`src/rtl/mm2s_rd_engine.sv`:
```
// MM2S read engine: splits a (byte address, byte length) read command into
// 4 KB-safe AXI3 INCR bursts on HP0 and streams the returned data downstream.
module mm2s_rd_engine #(
    parameter int          MAX_BURST = 16,
    parameter logic [3:0]  ARCACHE   = 4'b0011,
    parameter logic [3:0]  ARID      = 4'd0
) (
    input  logic        clk,
    input  logic        rst,

    input  logic [31:0] i_rd_cmd_addr,
    input  logic [22:0] i_rd_cmd_length,
    input  logic        i_rd_cmd_req,
    output logic        o_rd_cmd_ack,

    input  logic        i_rd_ready,
    output logic        o_rd_valid,
    output logic [63:0] o_rd_data,
    output logic        o_rd_last,
    output logic        o_read_finish,
    output logic        o_rd_err,
    output logic        o_busy,

    input  logic        hp0_arready,
    output logic        hp0_arvalid,
    output logic [3:0]  hp0_arid,
    output logic [31:0] hp0_araddr,
    output logic [3:0]  hp0_arlen,
    output logic [2:0]  hp0_arsize,
    output logic [1:0]  hp0_arburst,
    output logic [2:0]  hp0_arprot,
    output logic [3:0]  hp0_arcache,

    input  logic [63:0] hp0_rdata,
    input  logic [1:0]  hp0_rresp,
    input  logic        hp0_rlast,
    input  logic        hp0_rvalid,
    output logic        hp0_rready
);

    localparam logic [1:0] S_IDLE = 2'd0;
    localparam logic [1:0] S_ADDR = 2'd1;
    localparam logic [1:0] S_DATA = 2'd2;
    localparam logic [1:0] S_DONE = 2'd3;

    logic [1:0]  state;
    logic [28:0] addr_q;
    logic [19:0] remaining;
    logic [4:0]  burst_len;
    logic [4:0]  beat_cnt;
    logic [3:0]  arlen_q;
    logic        ack_q;
    logic        err_q;

    logic [19:0] cmd_beats;
    logic [4:0]  first_burst;
    logic [28:0] next_addr;
    logic [19:0] next_rem;
    logic [4:0]  next_burst;
    logic        r_hs;
    logic        last_beat;
    logic        unused_bits;

    // Beats until the next 4 KB boundary bound the burst alongside MAX_BURST and the remainder.
    function automatic logic [4:0] calc_burst(input logic [8:0] qoff, input logic [19:0] rem);
        logic [19:0] b;
        logic [19:0] to_bnd;
        to_bnd = 20'd512 - {11'd0, qoff};
        b = 20'(MAX_BURST);
        if (rem < b)
            b = rem;
        if (to_bnd < b)
            b = to_bnd;
        return 5'(b);
    endfunction

    assign cmd_beats   = i_rd_cmd_length[22:3];
    assign first_burst = calc_burst(i_rd_cmd_addr[11:3], cmd_beats);
    assign next_addr   = addr_q + 29'(burst_len);
    assign next_rem    = remaining - 20'd1;
    assign next_burst  = calc_burst(next_addr[8:0], next_rem);
    assign r_hs        = (state == S_DATA) && hp0_rvalid && i_rd_ready;
    assign last_beat   = (beat_cnt == burst_len - 5'd1);
    assign unused_bits = ^{i_rd_cmd_addr[2:0], i_rd_cmd_length[2:0]};

    always_ff @(posedge clk) begin
        if (rst) begin
            state     <= S_IDLE;
            addr_q    <= '0;
            remaining <= '0;
            burst_len <= '0;
            beat_cnt  <= '0;
            arlen_q   <= '0;
            ack_q     <= 1'b0;
            err_q     <= 1'b0;
        end else begin
            ack_q <= 1'b0;
            case (state)
                S_IDLE: begin
                    if (i_rd_cmd_req) begin
                        ack_q     <= 1'b1;
                        err_q     <= 1'b0;
                        addr_q    <= i_rd_cmd_addr[31:3];
                        remaining <= cmd_beats;
                        if (cmd_beats == '0) begin
                            state <= S_DONE;
                        end else begin
                            burst_len <= first_burst;
                            arlen_q   <= 4'(first_burst - 5'd1);
                            state     <= S_ADDR;
                        end
                    end
                end
                S_ADDR: begin
                    if (hp0_arready) begin
                        beat_cnt <= '0;
                        state    <= S_DATA;
                    end
                end
                S_DATA: begin
                    if (r_hs) begin
                        beat_cnt  <= beat_cnt + 5'd1;
                        remaining <= next_rem;
                        if ((hp0_rresp != 2'b00) || (hp0_rlast != last_beat))
                            err_q <= 1'b1;
                        if (last_beat) begin
                            addr_q <= next_addr;
                            if (remaining == 20'd1) begin
                                state <= S_DONE;
                            end else begin
                                burst_len <= next_burst;
                                arlen_q   <= 4'(next_burst - 5'd1);
                                state     <= S_ADDR;
                            end
                        end
                    end
                end
                default: begin
                    // A zero-length command enters DONE while ack is still high; hold one
                    // extra cycle so ack and finish never coincide.
                    if (!ack_q)
                        state <= S_IDLE;
                end
            endcase
        end
    end

    assign o_rd_cmd_ack  = ack_q;
    assign o_read_finish = (state == S_DONE) && !ack_q;
    assign o_rd_err      = err_q;
    assign o_busy        = (state != S_IDLE);

    assign o_rd_valid    = (state == S_DATA) && hp0_rvalid;
    assign o_rd_data     = hp0_rdata;
    assign o_rd_last     = (state == S_DATA) && hp0_rvalid && (remaining == 20'd1);
    assign hp0_rready    = (state == S_DATA) && i_rd_ready;

    assign hp0_arvalid   = (state == S_ADDR);
    assign hp0_araddr    = {addr_q, 3'b000};
    assign hp0_arlen     = arlen_q;
    assign hp0_arid      = ARID;
    assign hp0_arsize    = 3'b011;
    assign hp0_arburst   = 2'b01;
    assign hp0_arprot    = 3'b000;
    assign hp0_arcache   = ARCACHE;

endmodule

```
`config.mk`:
```
export PLATFORM = sky130hd
export DESIGN_NAME = mm2s_rd_engine
export DESIGN_NICKNAME = d
export VERILOG_FILES = /design/src/rtl/mm2s_rd_engine.sv
export SDC_FILE = /design/constraint.sdc
export NUM_CORES = 1
export LEC_CHECK = 0
export CAP_MARGIN = 20
export CORE_UTILIZATION = 35
export DETAILED_ROUTE_END_ITERATION = 10
export PLACE_DENSITY = 0.68
export SYNTH_ARGS = -nofsm -noshare
export SYNTH_HDL_FRONTEND = slang
export SYNTH_SLANG_ARGS = --single-unit
```
`constraint.sdc`:
```
create_clock -name clk -period 4.61 [get_ports clk]
set_clock_uncertainty 0.1 [all_clocks]
set_input_delay 1.1525 -clock clk [delete_from_list [all_inputs] [get_ports clk]]
set_output_delay 1.1525 -clock clk [all_outputs]
set_load 0.005 [all_outputs]
```
==> key figures <==
Drt
  • DRT Wirelength: 16.93 mm
  • TritonRoute pass-1 iters: 5
  • Final ANT Viol Nets: 0
  • Via density: 5.324
  • Drt drc: 0
  • Vias post-DR: 5750
  • Initial drt markers: 470
  • WL/cell: 15.68 µm

STA
  • Final Setup Violations: 0
  • Final hold vios: 0
  • Fin Hold WS: 0.3737 ns
  • Min Tclk post-route: 4.332 ns
  • Actual slew at the worst max-slew pin: 0.7223 ns
  • Fin crit share: 93.98%
  • Slew headroom: 51.85%
  • Highest Clock Rate: 230.8 MHz
  • Max Slew Vio Count: 0

Global routing
  • First-pass GRT wire length: 27.22 mm
  • All-layer global routing usage: 19.28%
  • GR Overflow Total: 0
  • Vias in the first global route: 5249
  • Largest net degree at the start of global routing: 69
  • Initial antenna violation count: 0

Layout
  • Area grow syn2layout: 21.07%
  • Post-route cell area: 0.007253 mm²
  • Nets@finish: 1019
  • Area of the multi-input gates: 0.003931 mm²
  • # diodes: 0
  • Post-Layout Cell Count: 1080
  • Layout cell share with drive strength beyond 1: 12.09%
  • Final Util: 43.58%
  • Fillers: 1652
  • Register area: 0.001341 mm²

Synthesis
  • Avg Inst Size Synth: 7.460 µm²
  • Synth Warn #: 0
  • Share of synthesized area occupied by flip-flops and latches: 22.39%
  • Synthesized netlist cell count: 803
  • #FFs+latches synth: 67
  • EDFF count, synth: 0
  • Synth cell types: 71
  • Asr flop ratio synth: 0%
  • Post-Synthesis Cell Area: 0.005991 mm²
  • Main synth FF type: dfxtp_1

Clocking
  • Cts hold-fix bufs: 0
  • CTS max path bufs: 2
  • TritonCTS Buffers: 9
  • CTS tree: built
  • H-tree depth: 3
  • Clock-pin transition on the worst setup and hold timing paths: 0.05 ns
  • Root Buffer: clkbuf_16
  • Clock sinks: 67
  • Worst-skew pair later-pin latency: 0.34 ns

Pwr
  • Max VDD drop: 231.9 µV
  • Post-layout power: 0.002335 W
  • P_leak: 2.820 nW
  • Cell Pwr Density: 322.0 mW/mm²

Placed design
  • Gp weighted congestion: 0.8333
  • DPL Wire Length: 12.35 mm
  • Inst Count DP: 1068
  • IO Port Bufs: 98
  • DP Area: 0.006912 mm²

Worst setup path
  • Crit Path Class: reg2reg
  • CP Data Arrival Time: 4.46 ns
  • CP Max Fanout: 4
  • Crit path required time: 4.73 ns
  • Crit path capture type: flop
  • Startpoint Class: flop

Floorplan
  • I/O pin cnt: 252
  • Initial core utilization: 36.00%
  • Core Box Area: 0.01664 mm²
  • Die Footprint: 0.01764 mm²
  • Die width: 132.8 µm
  • Site Rows: 47
  • Die height: 132.8 µm

Outcome
  • Status: completed

Flow run
  • Maxcap violations: 0

Hold path
  • Hold WC Path Type: reg2reg
==> area by class of cell <==
| cell class | instances | share of cell area, % |
|---|---|---|
| multi-input cells | 609 | 54.20 |
| flip-flops and latches | 67 | 18.49 |
| inverters | 24 | 1.242 |
| clock inverters | 1 | 0.06900 |
| well taps | 220 | 3.795 |
| repair buffers | 149 | 18.91 |
| clock buffers | 10 | 3.295 |
==> flip-flops by register name (all words and copies together), names as in the netlist <==
name / cells
burst_len: 5
o_rd_err: 1
remaining: 20
state: 2
beat_cnt: 5
hp0_arlen: 4
o_rd_cmd_ack: 1
addr_q: 29
==> cell families after synthesis <==
logic type                 share of synthesized area, %
muxes                                            0.6684
DFF                                               22.39
adders and majority gates                         6.600
xor gates and xnor gates                          6.433
other                                            0.1254
buffers and inverters                             15.54
AOI/OAI and AO/OA                                 24.06
and+or+nand+nor                                   24.19
==> report_power, final <==
part | leakage [nW] | total, W | switching (W) | internal (W)
clock | 0.122 | 0.000613 | 0.000251 | 0.000362
combinational | 2.15 | 0.000992 | 0.000516 | 0.000475
sequential | 0.552 | 0.000731 | 0.0000861 | 0.000645
total | 2.82 | 0.00234 | 0.000853 | 0.00148
==> metal layers <==
metal	wire (µm)	GRT usage (%)	up-vias
met4	241	6.066	0
met3	1013	3.716	20
met5	0	0	-
li1	-	-	2881
met1	7925	26.14	2677
met2	7753	30.63	172
==> critical path, stage by stage (launching register included) <==
cell and delay, ns:
dfxtp_1 0.34, ha_1 0.22, fa_2 0.36, a21o_1 0.18, a21oi_2 0.18, xnor2_1 0.10, or2_2 0.32, nor2_1 0.12
nand2_2 0.11, nor2_2 0.13, xnor2_1 0.09, ha_1 0.33, nand4_1 0.16, nor2_1 0.15, nand4_1 0.14, o21ai_1 0.23
nand2_2 0.14, o211ai_4 0.29, inv_1 0.07, ha_1 0.19, xnor2_1 0.16, o22ai_1 0.09
==> Yosys cell counts, types with 15 or more instances <==
cell | count | area share [%]
a211oi_1 | 29 | 3.6
a21oi_1 | 57 | 4.8
buf_4 | 86 | 11
clkbuf_1 | 29 | 1.8
dfxtp_1 | 67 | 22
ha_1 | 30 | 6.3
inv_1 | 24 | 1.5
nand2_1 | 91 | 5.7
nand3_1 | 19 | 1.6
nand4_1 | 15 | 1.6
nor2_1 | 65 | 4.1
nor3_1 | 22 | 1.8
o21ai_0 | 38 | 3.2
xnor2_1 | 21 | 3.1
xor2_1 | 23 | 3.4
==> metrics by stage <==
stage	setup slack, ns	setup TNS [ns]
2_1_floorplan	0.2391	0
3_3_place_gp	-0.09921	-0.2039
3_5_place_dp	-0.1139	-0.2820
4_1_cts	0.05292	0
5_1_grt	-0.004767	-0.004767
6_report	0.2776	0
==> layout by cell type, fill, tap and decap left out, drive strengths merged, types with 6 or more instances in the layout <==
cell	n
o21ai	40
and3	6
nor3	23
o22ai	13
ha	30
nand2b	11
and2	7
a21o	13
xnor2	21
o211ai	11
a22oi	7
buf	52
a21oi	57
dfxtp	67
nand4	15
nand3	19
clkdlybuf4s50	97
nor4	14
a211oi	29
xor2	23
conb	29
clkbuf	10
nor2	65
or3	9
nand2	91
inv	24
a311oi	7
==> timing repair <==
item                                    CTS  global route
endpoints found under the setup margin    0             9
setup buffers                             0             1
gates resized for setup                   0            22
==> path summary, 6_finish.rpt <==
path / start / end / slack [ns] / cells past startpoint
worst max-delay path: burst_len[0] / hp0_arlen[2] / 0.28 / 21
worst min-delay path: remaining[19] / remaining[19] / 0.37 / 2
worst max register to register: burst_len[0] / hp0_arlen[2] / 0.28 / 21
worst min register to register: remaining[19] / remaining[19] / 0.37 / 2
Power figures use the tool's default switching activity.
